===== src/rtl/regdst_sel_skid.sv =====
// regdst_sel_skid
//   Destination-register select stage for the decode/execute boundary.
//   Picks the write-register address from rt, rd, the link register or zero,
//   and registers it behind a valid/ready handshake backed by a 2-entry skid
//   buffer. Entries leave in strict FIFO order. Nothing is lost or duplicated
//   under downstream stalls; only flush or reset discards entries.
//
//   Optional build macro: REGDST_ZERO_SUPPRESS_EN
//     defined   - an entry whose selected address is 0 stores reg_write = 0
//     undefined - reg_write_in is stored unmodified
//
// Ports
//   clk            rising-edge clock
//   reset          synchronous, active-high reset
//   flush          synchronous discard of all held entries
//   in_valid       upstream offers an instruction
//   in_ready       block can accept (registered)
//   rt, rd         register fields (WIDTH bits)
//   sel            00 rt, 01 rd, 10 LINK_REG, 11 zero
//   reg_write_in   instruction writes the register file
//   out_valid      out_addr/out_reg_write hold a valid entry
//   out_ready      downstream accepts this cycle
//   out_addr       selected destination address
//   out_reg_write  registered reg_write for the entry

module regdst_sel_skid #(
  parameter int WIDTH    = 5,
  parameter int LINK_REG = 31
) (
  input  logic             clk,
  input  logic             reset,
  input  logic             flush,
  input  logic             in_valid,
  output logic             in_ready,
  input  logic [WIDTH-1:0] rt,
  input  logic [WIDTH-1:0] rd,
  input  logic [1:0]       sel,
  input  logic             reg_write_in,
  output logic             out_valid,
  input  logic             out_ready,
  output logic [WIDTH-1:0] out_addr,
  output logic             out_reg_write
);

  localparam logic [WIDTH-1:0] LINK_ADDR = WIDTH'(LINK_REG);

  // entry selected from the current inputs; only stored on acceptance
  logic [WIDTH-1:0] addr_nxt;
  logic             rw_nxt;

  // storage
  logic             out_valid_q, skid_valid_q, in_ready_q;
  logic [WIDTH-1:0] out_addr_q, skid_addr_q;
  logic             out_rw_q, skid_rw_q;

  // next-state values for the traffic case (no reset, no flush)
  logic             out_valid_d, skid_valid_d;
  logic [WIDTH-1:0] out_addr_d, skid_addr_d;
  logic             out_rw_d, skid_rw_d;

  logic accept, pop;

  always_comb begin
    addr_nxt = '0;
    unique case (sel)
      2'b00:   addr_nxt = rt;
      2'b01:   addr_nxt = rd;
      2'b10:   addr_nxt = LINK_ADDR;
      default: addr_nxt = '0;
    endcase
  end

`ifdef REGDST_ZERO_SUPPRESS_EN
  // writes to register 0 are meaningless; drop them at capture
  assign rw_nxt = reg_write_in & (addr_nxt != '0);
`else
  assign rw_nxt = reg_write_in;
`endif

  assign accept = in_valid & in_ready_q;
  assign pop    = out_valid_q & out_ready;

  always_comb begin
    out_valid_d  = out_valid_q;
    out_addr_d   = out_addr_q;
    out_rw_d     = out_rw_q;
    skid_valid_d = skid_valid_q;
    skid_addr_d  = skid_addr_q;
    skid_rw_d    = skid_rw_q;

    if (!out_valid_q || pop) begin
      if (skid_valid_q) begin
        // older entry in SKID moves up; a new arrival backfills SKID
        out_valid_d  = 1'b1;
        out_addr_d   = skid_addr_q;
        out_rw_d     = skid_rw_q;
        skid_valid_d = accept;
        if (accept) begin
          skid_addr_d = addr_nxt;
          skid_rw_d   = rw_nxt;
        end
      end else begin
        out_valid_d = accept;
        if (accept) begin
          out_addr_d = addr_nxt;
          out_rw_d   = rw_nxt;
        end
      end
    end else if (accept) begin
      // OUT is stalled; in_ready guaranteed SKID was free
      skid_valid_d = 1'b1;
      skid_addr_d  = addr_nxt;
      skid_rw_d    = rw_nxt;
    end
  end

  always_ff @(posedge clk) begin
    if (reset) begin
      out_valid_q  <= 1'b0;
      skid_valid_q <= 1'b0;
      in_ready_q   <= 1'b1;
      out_addr_q   <= '0;
      out_rw_q     <= 1'b0;
      skid_addr_q  <= '0;
      skid_rw_q    <= 1'b0;
    end else if (flush) begin
      // data registers keep stale contents; valid bits gate them
      out_valid_q  <= 1'b0;
      skid_valid_q <= 1'b0;
      in_ready_q   <= 1'b1;
    end else begin
      out_valid_q  <= out_valid_d;
      out_addr_q   <= out_addr_d;
      out_rw_q     <= out_rw_d;
      skid_valid_q <= skid_valid_d;
      skid_addr_q  <= skid_addr_d;
      skid_rw_q    <= skid_rw_d;
      // registered ready: free exactly when SKID will be empty after this edge
      in_ready_q   <= ~skid_valid_d;
    end
  end

  assign in_ready      = in_ready_q;
  assign out_valid     = out_valid_q;
  assign out_addr      = out_addr_q;
  assign out_reg_write = out_rw_q;

endmodule

===== config.mk =====
export PLATFORM = sky130hd
export DESIGN_NAME = regdst_sel_skid
export DESIGN_NICKNAME = d
export VERILOG_FILES = /design/src/rtl/regdst_sel_skid.sv
export SDC_FILE = /design/constraint.sdc
export NUM_CORES = 1
export LEC_CHECK = 0
export BUFFER_PORTS_ARGS = -buffer_cell sky130_fd_sc_hd__buf_4
export CAP_MARGIN = 40
export CORE_MARGIN = 2
export CORE_UTILIZATION = 49
export CTS_BUF_LIST = sky130_fd_sc_hd__clkbuf_2
export DETAILED_ROUTE_END_ITERATION = 10
export HOLD_SLACK_MARGIN = 0.02
export PLACE_DENSITY = 0.81
export SYNTH_ARGS = -nofsm -noshare
export SYNTH_HDL_FRONTEND = slang
export SYNTH_SLANG_ARGS = --single-unit

===== constraint.sdc =====
create_clock -name clk -period 1.6 [get_ports clk]
set_input_delay 0.08 -clock clk [delete_from_list [all_inputs] [get_ports clk]]
set_output_delay 0.08 -clock clk [all_outputs]
set_load 0.005 [all_outputs]

==> impl_metrics.toml, run 1 <==
[critical_path]
critPathKind = "reg -> reg"
setup.worst_path.start_class = "register"
required_ns = 1.78
end_kind = "register"
r2r-end = "out_addr[3]"
rrSetupSlack_ns = 0.31
timing.rr.start = "in_ready"
crit_arrival_ns = 1.48
critPathMaxFanout = 12
reg2reg_depth = 4

[routing]
wire_per_inst_um = 11.6
drt_first_pass_iters = 4
ant_nets = 0
via_count = 601
route.detailed.drc = 0
vias_per_cell = 5.23
finalWirelength_um = 1330
drt_iter0_markers = 2

[global_routing]
grt_pass1_vias = 577
antenna_found_initial = 0
grtUsageTotal_pct = 18.2
grt_max_degree = 15
grt-ovfl-total = 0
grt_first_pass_wirelength_um = 2480

[synthesis]
yosys.area_share.xor_xnor_pct = 0
synth_top_cell_by_area = "dfxtp_1"
synth_simple_gate_area_share_pct = 17.6
synth_common_cells = "nor2_1 (18), dfxtp_1 (15), mux2i_1 (12), a211oi_1 (7), o2bb2ai_1 (5)"
synth_area_leaders = "dfxtp_1 (42%), mux2i_1 (17%), nor2_1 (9.5%)"
synthMuxAreaShare_pct = 16.9
synth_compound_area_share_pct = 18.5
synth_edf_count = 0
ys_warn_count = 0
synthAdderAreaFrac_pct = 0
synth_top_area_share_pct = 42.3
syn_nets = 90
synth_top_family_by_area = "compound AO/OA/AOI/OAI gates"
yosysSeqAreaShare_pct = 42.3
syn_avg_cell_area_um2 = 9.87
post_synth_num_cell_types = 17
synth_cells = 72
synthArstFlopShare_pct = 0
synth-seq-cells = 15
synth_area_um2 = 711
synthFlopType = "dfxtp_1"
yosysMostFrequentCell = "nor2_1"

[cells_and_area]
fin_nets = 119
drive_gt1_share_pct = 35.0
syn_to_final_growth_pct = 30.6
num_antenna_cells = 0

[clock_network]
cts_buffer_depth = 2
insertion_delay_ns = 0.28
clock-root-buffer = "clkbuf_2"
tritoncts = "yes"
cts_buffers = 3
htreeDepth = 1
cts.sinks = 15
clkTransAtPathRegs_ns = 0.14

[timing]
hold_violations = 0
fin_ws_ns = 0.306
timing.hold.ws_ns = 0.0611
fin_crit_ns = 1.29
finalClockSkew_ns = 0.0176
maxClockFrequency_mhz = 773
slew_violations = 0
rsz0062_at_grt = "false"
relSlewSlack_pct = 73.9
fin_crit_sh_pct = 80.9
setup_tns_ns = 0
worstMarginPinSlew_ns = 0.390
setup_viol = 0

[die]
fp-row-count = 13
die_w_um = 42.1
io_pins = 26
start_util_pct = 53.3
core_um2 = 1330
fp.dieH_um = 42.1
die_area_um2 = 1770

[run_status]
outcome = "completed"

[run]
maxCapViolations = 0

[place]
hpwl_um = 1060
gp_congestion = 0.689
portBuffers = 25
dp_slack_ns = 0.352

[worst_hold_path]
hp-class = "in -> reg"
hold_path_end = "out_addr[4]"
min-delay-start = "reset"
hold_path_depth = 2

[power]
totalPowerFinal_w = 0.000694
p_leak_nw = 0.425
powerDensity_nw_per_um2 = 747
peakVddDrop_v = 0.000399
==> per-stage QoR <==
| stage | util [%] | area (µm²) | cells |
|---|---|---|---|
| 2_1_floorplan | - | 711 | 72 |
| 3_3_place_gp | 67.4 | 898 | 110 |
| 3_5_place_dp | 67.4 | 898 | 110 |
| 4_1_cts | 69.6 | 928 | 115 |
| 5_1_grt | 69.6 | 928 | 115 |
| 6_report | 69.6 | 928 | 115 |
==> kinds of logic (layout without fill, tap and decap cells) <==
kind of cell / after synthesis / after routing
flops: 15 / 15
buf+inv: 5 / 33
compound gates: 14 / 14
simple gates: 26 / 26
mux: 12 / 12
==> report_power, final <==
group / internal [W] / leakage [nW] / switching (W) / total, W
logic: 0.0000687 / 0.287 / 0.0000534 / 0.000122
clock network: 0.0000663 / 0.0166 / 0.000111 / 0.000177
registers: 0.000387 / 0.122 / 0.00000708 / 0.000394
total: 0.000522 / 0.425 / 0.000171 / 0.000694
==> layout make-up <==
cell class | instances | area (µm²)
fill | 114 | 405
multi-input combinational | 52 | 377
sequential | 15 | 300
timing repair buffer | 27 | 205
clock buffer | 4 | 20.0
tap | 15 | 18.8
inverter | 2 | 7.51
==> registers in the layout, summed over array words and instances, names as in the netlist <==
signal,count
out_addr,5
skid_addr_q,5
in_ready,1
out_reg_write,1
out_valid,1
skid_rw_q,1
skid_valid_q,1
==> per-layer routing <==
layer | vias up | track usage [%] | wire, µm
met1 | 263 | 22.2 | 616
met5 | - | 0 | 0
met3 | 2 | 4.74 | 91
met4 | 0 | 11.3 | 19
met2 | 23 | 28.4 | 607
li1 | 313 | - | -
==> critical path, stage by stage (launching register included) <==
cell      delay [ns]
dfxtp_1         0.48
a21oi_2         0.11
nor3_4          0.33
nor2_1          0.08
a211oi_1        0.21
==> worst max path at each step <==
stage,from,to,cells past startpoint
after global routing,in_ready,out_addr[2],4
after CTS,in_ready,out_addr[3],4
final,in_ready,out_addr[3],4
after detailed placement,in_ready,out_addr[3],4
after global placement,in_ready,out_addr[3],4
after floorplan,out_valid,skid_addr_q[0],4
==> cell usage in the layout, fill, tap and decap left out, drive strengths merged <==
cell,netlist,routed
a211oi,7,7
a21oi,1,1
and2b,1,1
buf,2,26
clkbuf,1,4
dfxtp,15,15
dlygate4sd3,0,1
inv,2,2
mux2i,12,12
nand2,2,2
nand2b,1,1
nand3,1,1
nor2,18,18
nor2b,1,1
nor3,2,2
o2111ai,1,1
o2bb2ai,5,5
==> what timing repair did <==
action                                 CTS  global route
endpoints found under the hold margin    1             0
hold buffers                             1             0
gates resized for setup                  0             0
buffers inserted                         0             0
No activity file was read; power rests on OpenSTA's default activity.
==> run 2: changes to the inputs <==
clock period = 1.2 ns   (was 1.6 ns; I/O delays follow)
==> run 2 against run 1 <==
  * Global-route usage decreased by 0.79 points
  * Setup slack got worse by 0.31 ns
  * Clock-buffer cell count unchanged
  * Critical path depth increased by 2
  * Power increased by 38%
  * Cell count increased by 2.6%
  * Largest cell class unchanged
  * Register-to-register slack got worse by 0.31 ns
  * Sequential cell count unchanged
  * Clock skew decreased by 0.011 ns
  * The run now ends with negative setup slack left
  * Non-clock buffer count increased by 3
==> impl_metrics.toml, run 2 (synthesis gave the netlist of run 1 again) <==
[run_status]
outcome = "finished, violations left"
violations = "negative setup slack"

[power]
powerDensity_nw_per_um2 = 977
p_leak_nw = 0.444
peakVddDrop_v = 0.000525

[critical_path]
max_stage_delay_ns = 0.55
required_ns = 1.40
critPathKind = "in -> reg"
setup.worst_path.start_class = "input pin"
crit_chain = "dlygate4sd3_1, buf_4, nor3_4, buf_12, nor2_1, a211oi_1"
critPathSlowestCell = "dlygate4sd3_1"
crit_family = "buffers and inverters"
crit_arrival_ns = 1.40
cp_num_buf_inv = 3
critPathMaxFanout = 12
end_kind = "register"

[die]
fp-row-count = 13
die_w_um = 42.1
start_util_pct = 53.3
core_um2 = 1330
die_area_um2 = 1770
io_pins = 26
fp.dieH_um = 42.1

[cells_and_area]
syn_to_final_growth_pct = 37.5
fillerInstances = 110
fin_nets = 122
postLayoutCellArea_um2 = 977
layout_common_cells = "buf_4 (28), nor2_1 (18), mux2i_1 (12), dfxtp_1 (12), a211oi_1 (6)"
final_common_cell = "buf_4"
num_antenna_cells = 0
drive_gt1_share_pct = 40.8

[routing]
finalWirelength_um = 1530
drt_first_pass_iters = 4
vias_per_cell = 5.40
route.detailed.drc = 0
ant_nets = 0
via_count = 637
wire_per_inst_um = 13.0
drt_iter0_markers = 8

[global_routing]
grtUsageTotal_pct = 17.4
grt_pass1_vias = 524
grt-ovfl-total = 0
grt_first_pass_wirelength_um = 2300
antenna_found_initial = 0
grt_max_degree = 15

[timing]
setup_viol = 1
hold_violations = 0
fin_ws_ns = -0.00250
finalClockSkew_ns = 0.00614
relSlewSlack_pct = 77.1
rsz0062_at_grt = "true"
fin_crit_ns = 1.20
maxClockFrequency_mhz = 832
fin_crit_sh_pct = 100
worstMarginPinSlew_ns = 0.343
slew_violations = 0
setup_tns_ns = -0.00250

[clock_network]
cts_buffer_depth = 2
htreeDepth = 1
clock-root-buffer = "clkbuf_2"
cts.sinks = 15
clkTransAtPathRegs_ns = 0.15
tritoncts = "yes"
insertion_delay_ns = 0.28
cts_buffers = 3

[worst_hold_path]
hp-class = "in -> reg"

[place]
portBuffers = 25
hpwl_um = 1130
gp_congestion = 0.702
placed_area_um2 = 926

[run]
maxCapViolations = 0
## run 2: stage by stage
step	cells	setup WS [ns]	util [%]	hold slack, ns	total power, W
3_3_place_gp	112	0.0169	69.4	0.279	0.000704
2_1_floorplan	72	0.0400	-	0.133	0.000614
5_1_grt	118	-0.0715	73.3	0.0374	0.000993
4_1_cts	117	0.00238	72.5	0.0214	0.000957
3_5_place_dp	112	-0.0216	69.4	0.287	0.000710
6_report	118	-0.00250	73.3	0.0321	0.000955
## run 2: repair_timing
| action | CTS | global route |
|---|---|---|
| buffers inserted | 0 | 1 |
| hold endpoints to repair | 2 | 0 |
| endpoints found under the setup margin | 8 | 12 |
| pin swaps | 0 | 4 |
| resized for setup | 3 | 2 |
| hold buffers | 1 | 0 |
## run 2: cell type report
type / count / area, µm² / area share [%]
clock buffer: 4 / 20.0 / 2.05
inverter: 2 / 7.51 / 0.768
multi-input combinational: 52 / 387 / 39.6
sequential: 15 / 304 / 31.1
tap: 15 / 18.8 / 1.92
timing repair buffer: 30 / 240 / 24.6
## run 2: per-layer routing
metal,share of wire [%],vias to the layer above,global-route usage [%]
met1,41,291,21.2
met3,7.0,0,2.59
li1,-,318,-
met5,0,-,0
met2,52,28,29.4
met4,0,0,9.38
## run 2: worst reg2reg max path, cell delays in order (launching register included)
cell and delay [ns]:
dfxtp_2 0.35, nor2b_4 0.14, o2111ai_4 0.33, mux2i_1 0.22
nor2_1 0.06
## run 2: path summary, 6_finish.rpt
path / start / to / slack, ns / depth (start not counted)
worst max-delay path: flush / out_addr[2] / -0.003 / 6
worst min-delay path: reg_write_in / skid_rw_q / 0.03 / 3
worst max register to register: out_valid / skid_addr_q[2] / -0.003 / 4
worst min register to register: out_addr[0] / out_addr[0] / 0.51 / 2
## run 2: where the power goes
group | internal [W] | total, W | switching, W
clock | 0.0000884 | 0.000247 | 0.000158
sequential | 0.000517 | 0.000526 | 0.00000903
combinational | 0.000102 | 0.000182 | 0.0000799
total | 0.000708 | 0.000955 | 0.000247
